$ cat config.mk
export PLATFORM = sky130hd
export DESIGN_NAME = ddram_arbiter_flat
export DESIGN_NICKNAME = d
export VERILOG_FILES = /design/src/rtl/ddram_arbiter_if.sv /design/src/rtl/ddram_arbiter.sv /design/src/flat_wrapper.sv
export SDC_FILE = /design/constraint.sdc
export NUM_CORES = 1
export LEC_CHECK = 0
export BUFFER_PORTS_ARGS = -buffer_cell sky130_fd_sc_hd__buf_4
export CAP_MARGIN = 5
export CORE_AREA = 2 2 153 155
export DETAILED_ROUTE_END_ITERATION = 16
export DIE_AREA = 0 0 155 157
export HOLD_SLACK_MARGIN = 0.08
export RECOVER_POWER = 100
export SYNTH_ARGS = -nofsm -noshare
export SYNTH_HDL_FRONTEND = slang
export SYNTH_SLANG_ARGS = --single-unit
$ cat constraint.sdc
create_clock -name DDRAM_CLK -period 2.7 [get_ports DDRAM_CLK]
set_clock_uncertainty 0.2 [all_clocks]
set_input_delay 0.54 -clock DDRAM_CLK [delete_from_list [all_inputs] [get_ports DDRAM_CLK]]
set_output_delay 0.54 -clock DDRAM_CLK [all_outputs]
set_load 0.1 [all_outputs]
$ cat src/rtl/ddram_arbiter_if.sv
// Requester-side and ddram client-port signals
// shared by the DDRAM arbiter and its environment.
interface ddram_arbiter_if;
  logic        vid_req;
  logic [26:0] vid_addr;
  logic [7:0]  vid_burst;
  logic        vid_ack;
  logic        vid_buf;
  logic        aud_req;
  logic [26:0] aud_addr;
  logic        aud_ack;
  logic [63:0] aud_data;
  logic        wr_req;
  logic [26:0] wr_addr;
  logic [63:0] wr_data;
  logic        wr_ack;
  logic [26:0] mem_addr;
  logic [63:0] mem_din;
  logic        mem_rd;
  logic        mem_wr;
  logic        mem_rd_ch;
  logic [7:0]  mem_burst;
  logic        mem_dout_ch;
  logic [63:0] mem_dout;
  logic        mem_busy;
  logic        mem_dready;
  logic        err;

  modport slave (
    input  vid_req, vid_addr, vid_burst,
    input  aud_req, aud_addr,
    input  wr_req, wr_addr, wr_data,
    input  mem_dout, mem_busy, mem_dready,
    output vid_ack, vid_buf,
    output aud_ack, aud_data, wr_ack,
    output mem_addr, mem_din,
    output mem_rd, mem_wr, mem_rd_ch,
    output mem_burst, mem_dout_ch, err
  );

  modport master (
    output vid_req, vid_addr, vid_burst,
    output aud_req, aud_addr,
    output wr_req, wr_addr, wr_data,
    output mem_dout, mem_busy, mem_dready,
    input  vid_ack, vid_buf,
    input  aud_ack, aud_data, wr_ack,
    input  mem_addr, mem_din,
    input  mem_rd, mem_wr, mem_rd_ch,
    input  mem_burst, mem_dout_ch, err
  );
endinterface

$ cat src/rtl/ddram_arbiter.sv
// Shares the ddram client port among video line,
// audio word and word-writer requesters.
module ddram_arbiter #(
  parameter int MAX_BURST = 15,
  parameter int TIMEOUT   = 4096
) (
  input  logic           DDRAM_CLK,
  input  logic           reset,
  ddram_arbiter_if.slave bus
);
  localparam int CW = $clog2(TIMEOUT);
  localparam logic [CW-1:0] TMAX =
    CW'(TIMEOUT - 1);

  typedef enum logic [2:0] {
    DRAIN, IDLE, ISSUE,
    WAIT_BUSY, WAIT_DONE, GAP
  } state_t;

  typedef enum logic [1:0] {
    OWN_VID, OWN_AUD, OWN_WR
  } own_t;

  state_t        state;
  own_t          owner;
  logic          rr_wr;
  logic [CW-1:0] cnt;
  logic          vbuf;
  logic [7:0]    vburst;
  logic          go_vid;
  logic          go_aud;
  logic          go_wr;
  logic          done;

  always_comb begin
    vburst = bus.vid_burst;
    if (bus.vid_burst == 8'd0)
      vburst = 8'd1;
    else if (bus.vid_burst > 8'(MAX_BURST))
      vburst = 8'(MAX_BURST);
  end

  // video always wins; audio/writer alternate
  assign go_vid = bus.vid_req;
  assign go_aud = ~go_vid & bus.aud_req &
                  (~rr_wr | ~bus.wr_req);
  assign go_wr  = ~go_vid & ~go_aud &
                  bus.wr_req;

  assign done = (owner == OWN_WR) ?
                ~bus.mem_busy : bus.mem_dready;

  assign bus.vid_buf     = vbuf;
  assign bus.mem_dout_ch = vbuf;

  always_ff @(posedge DDRAM_CLK) begin
    if (reset) begin
      state         <= DRAIN;
      owner         <= OWN_VID;
      rr_wr         <= 1'b0;
      cnt           <= '0;
      vbuf          <= 1'b0;
      bus.vid_ack   <= 1'b0;
      bus.aud_ack   <= 1'b0;
      bus.wr_ack    <= 1'b0;
      bus.aud_data  <= '0;
      bus.mem_addr  <= '0;
      bus.mem_din   <= '0;
      bus.mem_rd    <= 1'b0;
      bus.mem_wr    <= 1'b0;
      bus.mem_rd_ch <= 1'b0;
      bus.mem_burst <= 8'd1;
      bus.err       <= 1'b0;
    end else begin
      bus.vid_ack <= 1'b0;
      bus.aud_ack <= 1'b0;
      bus.wr_ack  <= 1'b0;
      unique case (state)
        DRAIN: begin
          if (!bus.mem_busy) state <= IDLE;
        end
        IDLE: begin
          if (!bus.mem_busy &&
              (go_vid | go_aud | go_wr)) begin
            state         <= ISSUE;
            bus.mem_burst <= 8'd1;
            unique case (1'b1)
              go_vid: begin
                owner         <= OWN_VID;
                bus.mem_addr  <= bus.vid_addr;
                bus.mem_burst <= vburst;
                bus.mem_rd_ch <= ~vbuf;
                bus.mem_rd    <= 1'b1;
              end
              go_aud: begin
                owner         <= OWN_AUD;
                bus.mem_addr  <= bus.aud_addr;
                bus.mem_rd_ch <= vbuf;
                bus.mem_rd    <= 1'b1;
                rr_wr         <= 1'b1;
              end
              default: begin
                owner        <= OWN_WR;
                bus.mem_addr <= bus.wr_addr;
                bus.mem_din  <= bus.wr_data;
                bus.mem_wr   <= 1'b1;
                rr_wr        <= 1'b0;
              end
            endcase
          end
        end
        ISSUE: begin
          bus.mem_rd <= 1'b0;
          bus.mem_wr <= 1'b0;
          cnt        <= '0;
          state      <= WAIT_BUSY;
        end
        WAIT_BUSY: begin
          cnt <= cnt + 1'b1;
          if (bus.mem_busy) begin
            state <= WAIT_DONE;
          end else if (cnt == TMAX) begin
            bus.err <= 1'b1;
            state   <= DRAIN;
          end
        end
        WAIT_DONE: begin
          cnt <= cnt + 1'b1;
          if (done) begin
            bus.vid_ack <= (owner == OWN_VID);
            bus.aud_ack <= (owner == OWN_AUD);
            bus.wr_ack  <= (owner == OWN_WR);
            if (owner == OWN_VID)
              vbuf <= ~vbuf;
            if (owner == OWN_AUD)
              bus.aud_data <= bus.mem_dout;
            state <= GAP;
          end else if (cnt == TMAX) begin
            bus.err <= 1'b1;
            state   <= DRAIN;
          end
        end
        GAP: begin
          state <= IDLE;
        end
        default: begin
          state <= DRAIN;
        end
      endcase
    end
  end
endmodule

$ cat src/flat_wrapper.sv
// flat-port wrapper written by rule: the top's interface ports become plain ports
module ddram_arbiter_flat 
#(
  parameter int MAX_BURST = 15,
  parameter int TIMEOUT   = 4096
)
  (DDRAM_CLK, reset, bus_vid_req, bus_vid_addr, bus_vid_burst, bus_aud_req, bus_aud_addr, bus_wr_req, bus_wr_addr, bus_wr_data, bus_mem_dout, bus_mem_busy, bus_mem_dready, bus_vid_ack, bus_vid_buf, bus_aud_ack, bus_aud_data, bus_wr_ack, bus_mem_addr, bus_mem_din, bus_mem_rd, bus_mem_wr, bus_mem_rd_ch, bus_mem_burst, bus_mem_dout_ch, bus_err);
  ddram_arbiter_if bus_i ();
  input  logic DDRAM_CLK;
  input  logic reset;
  input wire logic [$bits(bus_i.vid_req)-1:0] bus_vid_req;
  input wire logic [$bits(bus_i.vid_addr)-1:0] bus_vid_addr;
  input wire logic [$bits(bus_i.vid_burst)-1:0] bus_vid_burst;
  input wire logic [$bits(bus_i.aud_req)-1:0] bus_aud_req;
  input wire logic [$bits(bus_i.aud_addr)-1:0] bus_aud_addr;
  input wire logic [$bits(bus_i.wr_req)-1:0] bus_wr_req;
  input wire logic [$bits(bus_i.wr_addr)-1:0] bus_wr_addr;
  input wire logic [$bits(bus_i.wr_data)-1:0] bus_wr_data;
  input wire logic [$bits(bus_i.mem_dout)-1:0] bus_mem_dout;
  input wire logic [$bits(bus_i.mem_busy)-1:0] bus_mem_busy;
  input wire logic [$bits(bus_i.mem_dready)-1:0] bus_mem_dready;
  output wire logic [$bits(bus_i.vid_ack)-1:0] bus_vid_ack;
  output wire logic [$bits(bus_i.vid_buf)-1:0] bus_vid_buf;
  output wire logic [$bits(bus_i.aud_ack)-1:0] bus_aud_ack;
  output wire logic [$bits(bus_i.aud_data)-1:0] bus_aud_data;
  output wire logic [$bits(bus_i.wr_ack)-1:0] bus_wr_ack;
  output wire logic [$bits(bus_i.mem_addr)-1:0] bus_mem_addr;
  output wire logic [$bits(bus_i.mem_din)-1:0] bus_mem_din;
  output wire logic [$bits(bus_i.mem_rd)-1:0] bus_mem_rd;
  output wire logic [$bits(bus_i.mem_wr)-1:0] bus_mem_wr;
  output wire logic [$bits(bus_i.mem_rd_ch)-1:0] bus_mem_rd_ch;
  output wire logic [$bits(bus_i.mem_burst)-1:0] bus_mem_burst;
  output wire logic [$bits(bus_i.mem_dout_ch)-1:0] bus_mem_dout_ch;
  output wire logic [$bits(bus_i.err)-1:0] bus_err;
  assign bus_i.vid_req = bus_vid_req;
  assign bus_i.vid_addr = bus_vid_addr;
  assign bus_i.vid_burst = bus_vid_burst;
  assign bus_i.aud_req = bus_aud_req;
  assign bus_i.aud_addr = bus_aud_addr;
  assign bus_i.wr_req = bus_wr_req;
  assign bus_i.wr_addr = bus_wr_addr;
  assign bus_i.wr_data = bus_wr_data;
  assign bus_i.mem_dout = bus_mem_dout;
  assign bus_i.mem_busy = bus_mem_busy;
  assign bus_i.mem_dready = bus_mem_dready;
  assign bus_vid_ack = bus_i.vid_ack;
  assign bus_vid_buf = bus_i.vid_buf;
  assign bus_aud_ack = bus_i.aud_ack;
  assign bus_aud_data = bus_i.aud_data;
  assign bus_wr_ack = bus_i.wr_ack;
  assign bus_mem_addr = bus_i.mem_addr;
  assign bus_mem_din = bus_i.mem_din;
  assign bus_mem_rd = bus_i.mem_rd;
  assign bus_mem_wr = bus_i.mem_wr;
  assign bus_mem_rd_ch = bus_i.mem_rd_ch;
  assign bus_mem_burst = bus_i.mem_burst;
  assign bus_mem_dout_ch = bus_i.mem_dout_ch;
  assign bus_err = bus_i.err;
  ddram_arbiter #(.MAX_BURST(MAX_BURST), .TIMEOUT(TIMEOUT)) u_core (.DDRAM_CLK(DDRAM_CLK), .reset(reset), .bus(bus_i));
endmodule
==> reports/qor.txt <==
Post-Synthesis Cells -> 905
Crit-path max cell delay -> 0.88 ns
Post-Synthesis Mean Instance Area -> 8.151 sq um
Post-layout power -> 6.430 mW
Area of combinational cells with multiple inputs -> 3194 sq um
Max Cap Violations -> 0
# hold bufs at CTS -> 0
Post-route setup slack -> 0.3225 ns
Number of buffer cells added on primary ports -> 395
Aggregate global-route resource usage -> 19.05%
Library cell used as clock root buffer -> clkbuf_16
Num Clock Sinks -> 189
Number of synthesis warnings -> 0
Achievable clock frequency -> 0.4206 GHz
Total negative slack -> 0 ns
Flop and latch count out of synthesis -> 189
Largest net degree at the start of global routing -> 102
Synth top area share -> 51.29%
Share of final-layout standard cells stronger than drive strength 1 -> 31.98%
Ordered list of cells on the worst path -> clkbuf_1
Total number of placement rows -> 55
Kind of critical path -> reg2out
Number of flops mapped to enable cells by yosys -> 0
Unrepaired setup endpoints after global routing -> false
Number of global-route vias before repair -> 7,056
N_diodes -> 0
Die span in y -> 157 microns
Clk buf depth -> 2
Critical path launch point type -> flip-flop
Clock-pin slew on the worst setup and hold paths -> 0.09 ns
Placed cell count -> 1,532
VDD IR-drop max -> 0.0003250 V
Quantity of gates resized following cts -> 0
Layout overhead on the synthesized area -> 44.56%
Final Hold Fails -> 0
Ports placed on the boundary -> 396
Syn Std Cell Area -> 7377 sq um
Non-filler instance count after layout -> 1,564
TritonRoute pass-1 iters -> 5
Number of vias after detailed routing -> 7,491
Reg-to-reg slack, setup -> 0.37 ns
Depth of the CTS H-tree -> 4
Buffers inserted by post-CTS timing repair -> 0
Proportion of synthesized flip-flops having asynchronous set or reset -> 0%
Number of remaining DRC errors -> 0
Mean routed wirelength per cell -> 15.39 microns
Antenna viol nets, final -> 0
Drt via density -> 4.790
Status -> completed
Highest-delay cell along the critical path -> clkbuf_1
Critical Path AT -> 1.64 ns
Count of different cell masters after synthesis -> 56
Post-place setup slack -> 0.3770 ns
Total wire length after detailed routing -> 24.08 mm
Net Count, Synth -> 1,130
Cell taking the most area after synthesis -> dfxtp_1
Die Footprint -> 24,340 sq um
Relative max-transition margin -> 20.96%
Finish-stage setup viols -> 0
Time the final worst path needs with I/O delays and setup -> 2.378 ns
Drt initial violations -> 456
Global-route wire length before repair -> 37.24 mm
Gate family responsible for the most delay along the worst path -> buffers and inverters
Chip width -> 155 microns
Num CTS Buffers -> 17
Half-perimeter wire length after placement -> 17.34 mm
Slew Viols, Final -> 0
Nets@finish -> 1,491
Starting utilization of the core area -> 32.78%
Type of the tightest min-delay check -> in2reg
Routability congestion estimate from global placement -> 0.7749
Slew at the pin with the worst max-slew slack -> 1.191 ns
Crit path buf inv count -> 1
TritonCTS clock tree -> built
Predominant post-synthesis flop cell -> dfxtp_1
Peak fanout along the critical path -> 2
Leakage Power -> 4.362 nW
Register area -> 3784 sq um
Share of the clock period used by the worst path -> 88.06%
Worst-Skew Late Latency -> 0.42 ns
Leading cell types by total area after synthesis -> dfxtp_1 (51%), nand2_1 (14%), a21oi_1 (11%)
Power Density -> 602.9 nW/um^2
Initial antenna violation count -> 0
Critical path data required time -> 1.96 ns
Portion of the post-synthesis area used by sequential elements -> 51.29%
Grt ovf -> 0
Kind of end point of the critical path -> output port
Number of fill cells -> 2,296
Total core area -> 22,500 sq um
layout by cell type (no fill, tap or decap), drive strengths merged, types with 8 or more instances in the layout:
| cell | instances |
|---|---|
| nand2 | 270 |
| buf | 245 |
| dfxtp | 189 |
| clkbuf | 187 |
| a21oi | 169 |
| nor2 | 37 |
| a22oi | 28 |
| a211oi | 28 |
| inv | 12 |
| o21ai | 11 |
| clkinv | 9 |
| nand3 | 8 |
registers in the layout (all words and copies together), names as in the netlist, 2 cells and up:
register,flops
u_core.bus.mem_din,64
u_core.bus.aud_data,64
u_core.bus.mem_addr,27
u_core.bus.mem_burst,8
u_core.owner,2
u_core.state,3
u_core.cnt,12
kinds of logic after synthesis:
family | after synthesis | share of synthesized area, %
buffers and inverters | 79 | 5.360
muxes | 2 | 0.2883
adders and majority gates | 1 | 0.1696
and+or+nand+nor | 360 | 20.61
xor gates and xnor gates | 2 | 0.2375
DFF | 189 | 51.29
AOI/OAI and AO/OA | 272 | 22.05
power by group:
group / internal, mW / leakage (nW) / switching [mW] / total, mW
sequential: 2.84 / 1.53 / 0.0405 / 2.88
combinational: 0.338 / 2.54 / 0.654 / 0.991
clock: 1.27 / 0.297 / 1.29 / 2.56
total: 4.45 / 4.36 / 1.98 / 6.43
metrics by stage:
stage	instance area, sq um	hold slack [ns]	utilization (%)
2_1_floorplan	7377	0.2510	-
3_3_place_gp	10570	0.2413	46.98
3_5_place_dp	10570	0.2449	46.98
4_1_cts	11190	0.1216	49.72
5_1_grt	10660	0.1234	47.39
6_report	10660	0.1489	47.39
synth_stat cells (2+ instances only):
cell type / number
or4_1: 3
a22oi_1: 28
o211ai_1: 3
nand2b_1: 5
buf_2: 7
o31ai_1: 4
nor2b_1: 6
o41ai_1: 2
nor3_1: 7
nand3_1: 8
a31oi_1: 4
buf_4: 8
o21a_1: 3
a21oi_1: 169
nand2_1: 270
buf_6: 8
o2111ai_1: 2
or3_1: 2
nor3b_1: 6
nor2_1: 37
inv_1: 6
o21bai_1: 3
and2_1: 3
a311oi_1: 3
dfxtp_1: 189
a211oi_1: 27
and3_1: 3
o21ai_0: 11
clkbuf_1: 48
buf_1: 2
a21o_1: 3
routing by layer:
metal  up-vias  GRT usage (%)  wire [microns]
li1       3813              -               -
met1      3379          23.64           10250
met2       273          31.60           11510
met3        26          6.057            1904
met4         0          5.908             411
met5         -              0               0
path summary, 6_finish.rpt:
| path | startpoint | end | cells past startpoint |
|---|---|---|---|
| worst max-delay path | u_core.bus.mem_addr[12] | bus_mem_addr[12] | 1 |
| worst min register to register | u_core.bus.mem_burst[3] | u_core.bus.mem_burst[3] | 2 |
| worst min-delay path | bus_wr_data[43] | u_core.bus.mem_din[43] | 3 |
| worst max register to register | u_core.state[0] | u_core.bus.mem_din[48] | 6 |
cell type report:
| type | count | area share (%) |
|---|---|---|
| sequential | 189 | 35.48 |
| tap | 285 | 3.344 |
| multi-input combinational | 637 | 29.95 |
| clock inverter | 15 | 1.783 |
| timing repair buffer | 415 | 25.24 |
| inverter | 6 | 0.2112 |
| clock buffer | 17 | 3.989 |
Note: power is estimated with default switching activity, not from simulation.
